$ cat config.mk
export PLATFORM = sky130hd
export DESIGN_NAME = undo_ring_stack
export DESIGN_NICKNAME = d
export VERILOG_FILES = /design/src/rtl/undo_ring_stack.sv
export SDC_FILE = /design/constraint.sdc
export NUM_CORES = 1
export LEC_CHECK = 0
export ABC_CLOCK_PERIOD_IN_PS = 8260
export BUFFER_PORTS_ARGS = -buffer_cell sky130_fd_sc_hd__buf_2
export CAP_MARGIN = 20
export CORE_MARGIN = 2
export CORE_UTILIZATION = 35
export DETAILED_ROUTE_END_ITERATION = 16
export PLACE_DENSITY_LB_ADDON = 0.08
export SYNTH_ARGS = -nofsm -noshare
export SYNTH_HDL_FRONTEND = slang
export SYNTH_SLANG_ARGS = --single-unit
$ cat constraint.sdc
create_clock -name clk -period 8.26 [get_ports clk]
set_input_delay 0.413 -clock clk [delete_from_list [all_inputs] [get_ports clk]]
set_output_delay 0.413 -clock clk [all_outputs]
set_load 0.005 [all_outputs]
$ cat src/rtl/undo_ring_stack.sv
// LIFO undo buffer over a circular array; the top pointer wraps modulo DEPTH.
// Define UNDO_WRAP_EN so a push onto a full stack overwrites the oldest entry.
module undo_ring_stack #(
  parameter int WIDTH = 16,
  parameter int DEPTH = 16,
  parameter int ADDRW = 4
) (
  input  logic             clk,
  input  logic             reset,
  input  logic             push,
  input  logic [WIDTH-1:0] push_data,
  input  logic             pop,
  input  logic             clear,
  output logic [WIDTH-1:0] pop_data,
  output logic             pop_valid,
  output logic [WIDTH-1:0] top,
  output logic [ADDRW:0]   count,
  output logic             empty,
  output logic             full,
  output logic             overflow,
  output logic             underflow
);

  localparam logic [ADDRW:0] FULL_COUNT = (ADDRW+1)'(DEPTH);

  logic [WIDTH-1:0] mem_q [DEPTH];
  logic [ADDRW-1:0] top_ptr_q, top_ptr_d;
  logic [ADDRW:0]   count_q, count_d;
  logic [WIDTH-1:0] pop_data_q, pop_data_d;
  logic             pop_valid_q, pop_valid_d;
  logic             overflow_q, overflow_d;
  logic             underflow_q, underflow_d;
  logic             mem_we;
  logic [ADDRW-1:0] mem_waddr;
  logic [ADDRW-1:0] next_ptr;
  logic             is_empty, is_full;

  assign is_empty = (count_q == '0);
  assign is_full  = (count_q == FULL_COUNT);
  assign next_ptr = top_ptr_q + ADDRW'(1);

  always_comb begin
    top_ptr_d   = top_ptr_q;
    count_d     = count_q;
    pop_data_d  = pop_data_q;
    pop_valid_d = 1'b0;
    overflow_d  = 1'b0;
    underflow_d = 1'b0;
    mem_we      = 1'b0;
    mem_waddr   = next_ptr;
    if (clear) begin
      top_ptr_d = '0;
      count_d   = '0;
    end else if (push && pop) begin
      if (is_empty) begin
        mem_we      = 1'b1;
        top_ptr_d   = next_ptr;
        count_d     = count_q + (ADDRW+1)'(1);
        underflow_d = 1'b1;
      end else begin
        // Swap: the old top leaves on pop_data while its slot is reused.
        pop_data_d  = mem_q[top_ptr_q];
        pop_valid_d = 1'b1;
        mem_we      = 1'b1;
        mem_waddr   = top_ptr_q;
      end
    end else if (push) begin
      if (!is_full) begin
        mem_we    = 1'b1;
        top_ptr_d = next_ptr;
        count_d   = count_q + (ADDRW+1)'(1);
      end else begin
        overflow_d = 1'b1;
`ifdef UNDO_WRAP_EN
        mem_we    = 1'b1;
        top_ptr_d = next_ptr;
`endif
      end
    end else if (pop) begin
      if (is_empty) begin
        underflow_d = 1'b1;
      end else begin
        pop_data_d  = mem_q[top_ptr_q];
        pop_valid_d = 1'b1;
        top_ptr_d   = top_ptr_q - ADDRW'(1);
        count_d     = count_q - (ADDRW+1)'(1);
      end
    end
  end

  always_ff @(posedge clk or posedge reset) begin
    if (reset) begin
      top_ptr_q   <= '0;
      count_q     <= '0;
      pop_data_q  <= '0;
      pop_valid_q <= 1'b0;
      overflow_q  <= 1'b0;
      underflow_q <= 1'b0;
    end else begin
      top_ptr_q   <= top_ptr_d;
      count_q     <= count_d;
      pop_data_q  <= pop_data_d;
      pop_valid_q <= pop_valid_d;
      overflow_q  <= overflow_d;
      underflow_q <= underflow_d;
    end
  end

  // Storage needs no reset; only entries below count are ever observed.
  always_ff @(posedge clk) begin
    if (mem_we && !reset) begin
      mem_q[mem_waddr] <= push_data;
    end
  end

  assign pop_data  = pop_data_q;
  assign pop_valid = pop_valid_q;
  assign overflow  = overflow_q;
  assign underflow = underflow_q;
  assign count     = count_q;
  assign empty     = is_empty;
  assign full      = is_full;
  assign top       = is_empty ? '0 : mem_q[top_ptr_q];

endmodule
[After elaboration in Yosys (flattened, before gate mapping)]
Memory sizes are Yosys's and may differ from the RTL's.
Cells that the tools add are included.
Storage, ports and cells
  register bits after elaboration: 28
  latch bits: 0
  memory bits (writable): 256
  bits in read-only memories: 0
  input bits: 21
  output and inout port bits: 42
  word-level logic and storage cells: 67
  memories kept: 1
Memories
  mem_q: words 16, bits a word 16, read ports 1, clocked after Yosys merged registers in 0, write ports 1, RTL line 26  | logic [WIDTH-1:0] mem_q [DEPTH];
Operators by class
  add/subtract/negate cells: 4
  multiply operators: 0
  divide/modulo/power cells: 0
  order comparisons: 0
  equal/unequal tests: 5
  shift operators: 0
  multiplexer cells: 41
  bitwise logic cells: 1
  reduce and logical (&&, ||, !) cells: 9
Operators by type and width (number)
  two-way mux 16 bit: 5
  two-way mux 4 bit: 9
  two-way mux 5 bit: 7
  two-way mux 1 bit: 20
  inequality test 4 x 3 -> 1 bit, second input constant: 2
  AND reduction 3 bit: 2
  adder 5 x 1 -> 5 bit, second input constant: 1
  equality test 5 bit, second input constant: 1
  zero test 5 bit: 1
  subtractor 5 x 1 -> 5 bit, second input constant: 1
  adder 4 x 1 -> 4 bit, second input constant: 1
  AND reduction 4 bit: 1
  nonzero test 4 bit: 1
  subtractor 4 x 1 -> 4 bit, second input constant: 1
  inequality test 3 bit, second input constant: 1
  logical AND 1 bit: 2
  inequality test 2 x 1 -> 1 bit, second input constant: 1
  nonzero test 2 bit: 1
  zero test 1 bit: 1
  inverter 1 bit: 1

[Longest topological paths before layout]
  depth after elaboration: 8
  mapped depth: 10
  depth with buffers taken out: 7

[Worst setup path after synthesis]
Ideal clock, no wire load.
  path type: flip-flop to flip-flop
  from: reg top_ptr_q[0]
  to: mem mem_q[15][0], enable pin
  setup time: 0.430 ns
  data arrival time: 3.587 ns
  required time: 7.830 ns
  path slack: 4.242 ns
  stages on the path, launching flop included: 11
  buffers on the path: 4
  clock period less this slack: 4.018 ns
  cell sequence: dfrtp_1 buf_4 buf_4 buf_4 inv_1 clkbuf_1 ha_1 inv_1 a311oi_2 nor2_1 nor4_1
Between the ends
  cells in the longest elaborated chain, start to end: 4
RTL lines
  from (decl): RTL line 27  | logic [ADDRW-1:0] top_ptr_q, top_ptr_d;
  from (signal assigned): RTL line 100  | top_ptr_q <= top_ptr_d;
  adder 4 x 1 -> 4 bit: RTL line 40  | assign next_ptr = top_ptr_q + ADDRW'(1);
  two-way mux 4 bit
  two-way mux 4 bit: RTL line 54  | end else if (push && pop) begin
  two-way mux 4 bit *: RTL line 51  | if (clear) begin
  to (decl): RTL line 26
Every way passes the cells marked *; elsewhere a longest branch is shown, timed or not.

[Worst setup path after layout]
  from: reg count_q[0], in the netlist count[0]
  to: mem mem_q[2][2], enable pin
Between the ends
  cells in the longest elaborated chain, start to end: 8
  elaborated cells between the ends (all ways): 12
  classes of those cells: eq/ne: 1; mux: 9; reduce/logical: 2
RTL lines
  from (decl): RTL line 28  | logic [ADDRW:0] count_q, count_d;
  from (signal assigned): RTL line 101  | count_q <= count_d;
  equality test 5 bit: RTL line 39  | assign is_full = (count_q == FULL_COUNT);
  two-way mux 1 bit: RTL line 68  | if (!is_full) begin
  two-way mux 1 bit: RTL line 67  | end else if (push) begin
  two-way mux 1 bit: RTL line 54
  two-way mux 1 bit: RTL line 51
  logical AND 1 bit: RTL line 111  | if (mem_we && !reset) begin
  two-way mux 1 bit: RTL line 111
  two-way mux 1 bit (not written as such): RTL line 112  | mem_q[mem_waddr] <= push_data;
Several ways; a longest one is shown, not always the timed one.

==> summary.md <==
| Metric | Value |
|---|---|
| Share of layout cells above drive strength 1 | 28.5% |
| Final worst path period share | 48.6% |
| FMAX | 249 MHz |
| Max-slew headroom | 32.3% |
| Critical path's slowest cell | clkinv_1 |
| Placement Rows | 66 |
| Fill cell count | 2923 |
| GRT Util Overall | 16.4% |
| Initial antenna violation count | 0 |
| Max-Cap Viols | 0 |
| CP required | 8.46 ns |
| Net Sw Power | 0.00125 W |
| Global-route wire length before repair | 41200 um |
| Die width | 186 um |
| Starting DRT DRC Count | 474 |
| Clk pin slew, worst setup/hold paths | 0.06 ns |
| Total CTS buffers | 34 |
| Area contributors post-synth | edfxtp_1 66%, mux4_2 9.3%, dfrtp_1 6.0%, mux2i_1 2.8%, a21oi_1 2.3% |
| Register area | 0.00839 sq mm |
| Sequential area share after synthesis | 72.2% |
| DRC | 0 |
| Post-CTS resize count | 0 |
| Int Power | 0.00297 W |
| Count leader, synth | edfxtp_1 |
| Combinational share of power | 24.9% |
| Worst setup EP type | flip-flop |
| Post-synth top area share | 66.1% |
| Vias per inst | 5.17 |
| Cells after synthesis | 661 |
| # nets final | 762 |
| Worst Hold Class | input port to async pin |
| Syn_nets | 686 |
| Root Driver | clkbuf_16 |
| Most used DFF post-synth | edfxtp_1 |
| # IOs | 63 |
| Placed Area | 0.0125 sq mm |
| Core area | 0.0326 sq mm |
| Synth Register Bits | 284 |
| Pre-Repair DR Iteration Count | 5 |
| Syn Std Cell Area | 0.0116 sq mm |
| Flop pwr share | 41.1% |
| Worst-Margin Slew | 1.01 ns |
| EDFF count, synth | 256 |
| Setup crit start kind | flip-flop |
| Post-synth ARST share | 9.86% |
| Mapped Avg Cell Area | 17.6 sq um |
| Clock share of power | 34.0% |
| Final setup fails | 0 |
| Fin. Hold Viols | 0 |
| Critical path's largest stage delay | 0.78 ns |
| CTS tree | done |
| Max-slew violations | 0 |
| Cell variety after synth | 57 |
| Starting density of the core | 35.6% |
| Die Footprint | 0.0347 sq mm |
| Area of the multi-input gates | 0.00303 sq mm |
| RSZ-0062 raised after global routing | no |
| Switch share | 29.6% |
| Post-synth top area cell | edfxtp_1 |
| Final wirelength | 27700 um |
| Maximum VDD drop | 151 uV |
| Skew final | 0.0167 ns |
| Clock latency at the later pin of the worst-skew pair | 0.51 ns |
| IO buf count | 62 |
| Post-route setup TNS | 0 ns |
| Die Y | 186 um |
| Post-CTS setup buffers | 0 |
| Status | complete, no violations |
| Clock Sinks | 284 |
| Critical path class | flip-flop to flip-flop |
| CP bufs+invs | 3 |
| CP Cell Sequence | inv_1, ha_1, or4b_4, clkinv_1, nor4_1, nor2_1, nor4_2, buf_4 |
| Number of routed nets with antenna violations | 0 |
| Largest net degree at the start of global routing | 51 |
| Fin crit period | 4.01 ns |
| YS warnings | 0 |
| Vias in the first global route | 6389 |
| Leakage | 4.43 nW |
| Commonest cells post-synth | 256 x edfxtp_1, 54 x a21oi_1, 54 x nor2_1 |
| DR WL/cell | 23.0 um |
| Final Wtd Congestion | 0.882 |
| Dpl hpwl | 17200 um |
| CTS max path bufs | 3 |
| Crit path arrival time | 4.22 ns |
| # hold bufs at CTS | 0 |
| Htree depth | 2 |
| DR vias | 6222 |
| Delay-heaviest family, CP | simple AND/OR/NAND/NOR gates |
| PD cells | 311 mW/mm^2 |
| Pwr Total | 0.00422 W |
| CP max FO | 26 |
| Area growth, synth to finish | 16.9% |
| Design Area, Final | 0.0136 sq mm |
| Grt total ovfl | 0 |
cell type report:
| class | count | area share (%) |
|---|---|---|
| clock inverter | 16 | 1.25 |
| inverter | 11 | 0.304 |
| multi-input combinational | 321 | 22.3 |
| clock buffer | 44 | 6.69 |
| tap | 442 | 4.07 |
| sequential | 284 | 61.8 |
| antenna | 1 | 0.0184 |
| timing repair buffer | 85 | 3.56 |
path summary, 6_finish.rpt:
kind                       slack [ns]  cells past startpoint           end           from
max                              4.25                      8   mem_q[2][2]       count[0]
min                              0.05                      3      count[4]          reset
max reg2reg                      4.25                      8   mem_q[2][2]       count[0]
min reg2reg                      0.52                      2  pop_data[11]   pop_data[11]
max in group asynchronous        7.87                      3  top_ptr_q[1]          reset
min in group clk                 0.30                      1  mem_q[5][14]  push_data[14]
cell families (layout without fill, tap and decap cells):
kind of cell               count (synthesis)  after routing  share of synthesized area, %
adders and majority gates                  4              4                         0.431
AOI/OAI and AO/OA                        121            121                          7.56
other                                      0              1                             0
and+or+nand+nor                          106            106                          4.54
xor gates and xnor gates                   6              6                         0.452
DFF                                      284            284                          72.2
buffers and inverters                     56            156                          2.42
muxes                                     84             84                          12.4
stage by stage:
stage / hold WS (ns) / instances / worst slack, ns / utilization [%]
global placement: 0.504 / 1142 / 4.28 / 38.3
floorplan: 0.487 / 661 / 4.24 / -
global route: 0.0693 / 1203 / 3.85 / 41.6
CTS: 0.0372 / 1202 / 4.07 / 41.6
detailed placement: 0.517 / 1142 / 4.08 / 38.3
finish: 0.0481 / 1204 / 4.25 / 41.6
power by group through the flow:
stage          registers [W]  logic (W)  clock network, W
2_1_floorplan        0.00172   0.000754                 0
3_3_place_gp         0.00176    0.00106                 0
3_5_place_dp         0.00177    0.00106                 0
4_1_cts              0.00174    0.00107           0.00148
5_1_grt              0.00175    0.00115           0.00154
6_report             0.00173    0.00105           0.00144
state kept, by name, summed over array words and instances (netlist names):
signal     flops
count          5
mem_q        256
overflow       1
pop_data      16
pop_valid      1
top_ptr_q      4
underflow      1
cell usage in the layout (no fill, tap or decap), types with 4 or more instances in the layout:
| cell | n |
|---|---|
| nor2_1 | 49 |
| clkbuf_16 | 34 |
| dfrtp_1 | 26 |
| mux4_2 | 48 |
| inv_1 | 10 |
| nor4_2 | 4 |
| nor4_1 | 6 |
| a21oi_1 | 54 |
| nor3_2 | 8 |
| a311oi_2 | 4 |
| a2bb2oi_1 | 17 |
| nand2_1 | 4 |
| buf_2 | 62 |
| o22ai_1 | 4 |
| clkbuf_1 | 8 |
| edfxtp_1 | 256 |
| clkinv_2 | 4 |
| mux2i_1 | 32 |
| buf_4 | 23 |
| mux2_2 | 4 |
| a22o_1 | 16 |
| nor2_2 | 5 |
| ha_1 | 4 |
| nor2b_1 | 8 |
| nand2b_1 | 5 |
| clkinv_1 | 6 |
per-layer routing:
metal | up-vias | share of wire, % | wire [um] | GRT usage (%)
met3 | 37 | 4.0 | 1120 | 2.59
met5 | - | 0 | 0 | 0
met4 | 0 | 1.8 | 487 | 4.03
met2 | 137 | 46 | 12800 | 25.8
li1 | 2813 | - | - | -
met1 | 3235 | 48 | 13200 | 24.0
worst reg2reg max path: cells and delay by family, from the launching register on:
kind | cells | cell delay, ns
and+or+nand+nor | 4 | 1.85
DFF | 1 | 0.41
buffers and inverters | 3 | 1.21
adders and majority gates | 1 | 0.25
Note: power is estimated with default switching activity, not from simulation.
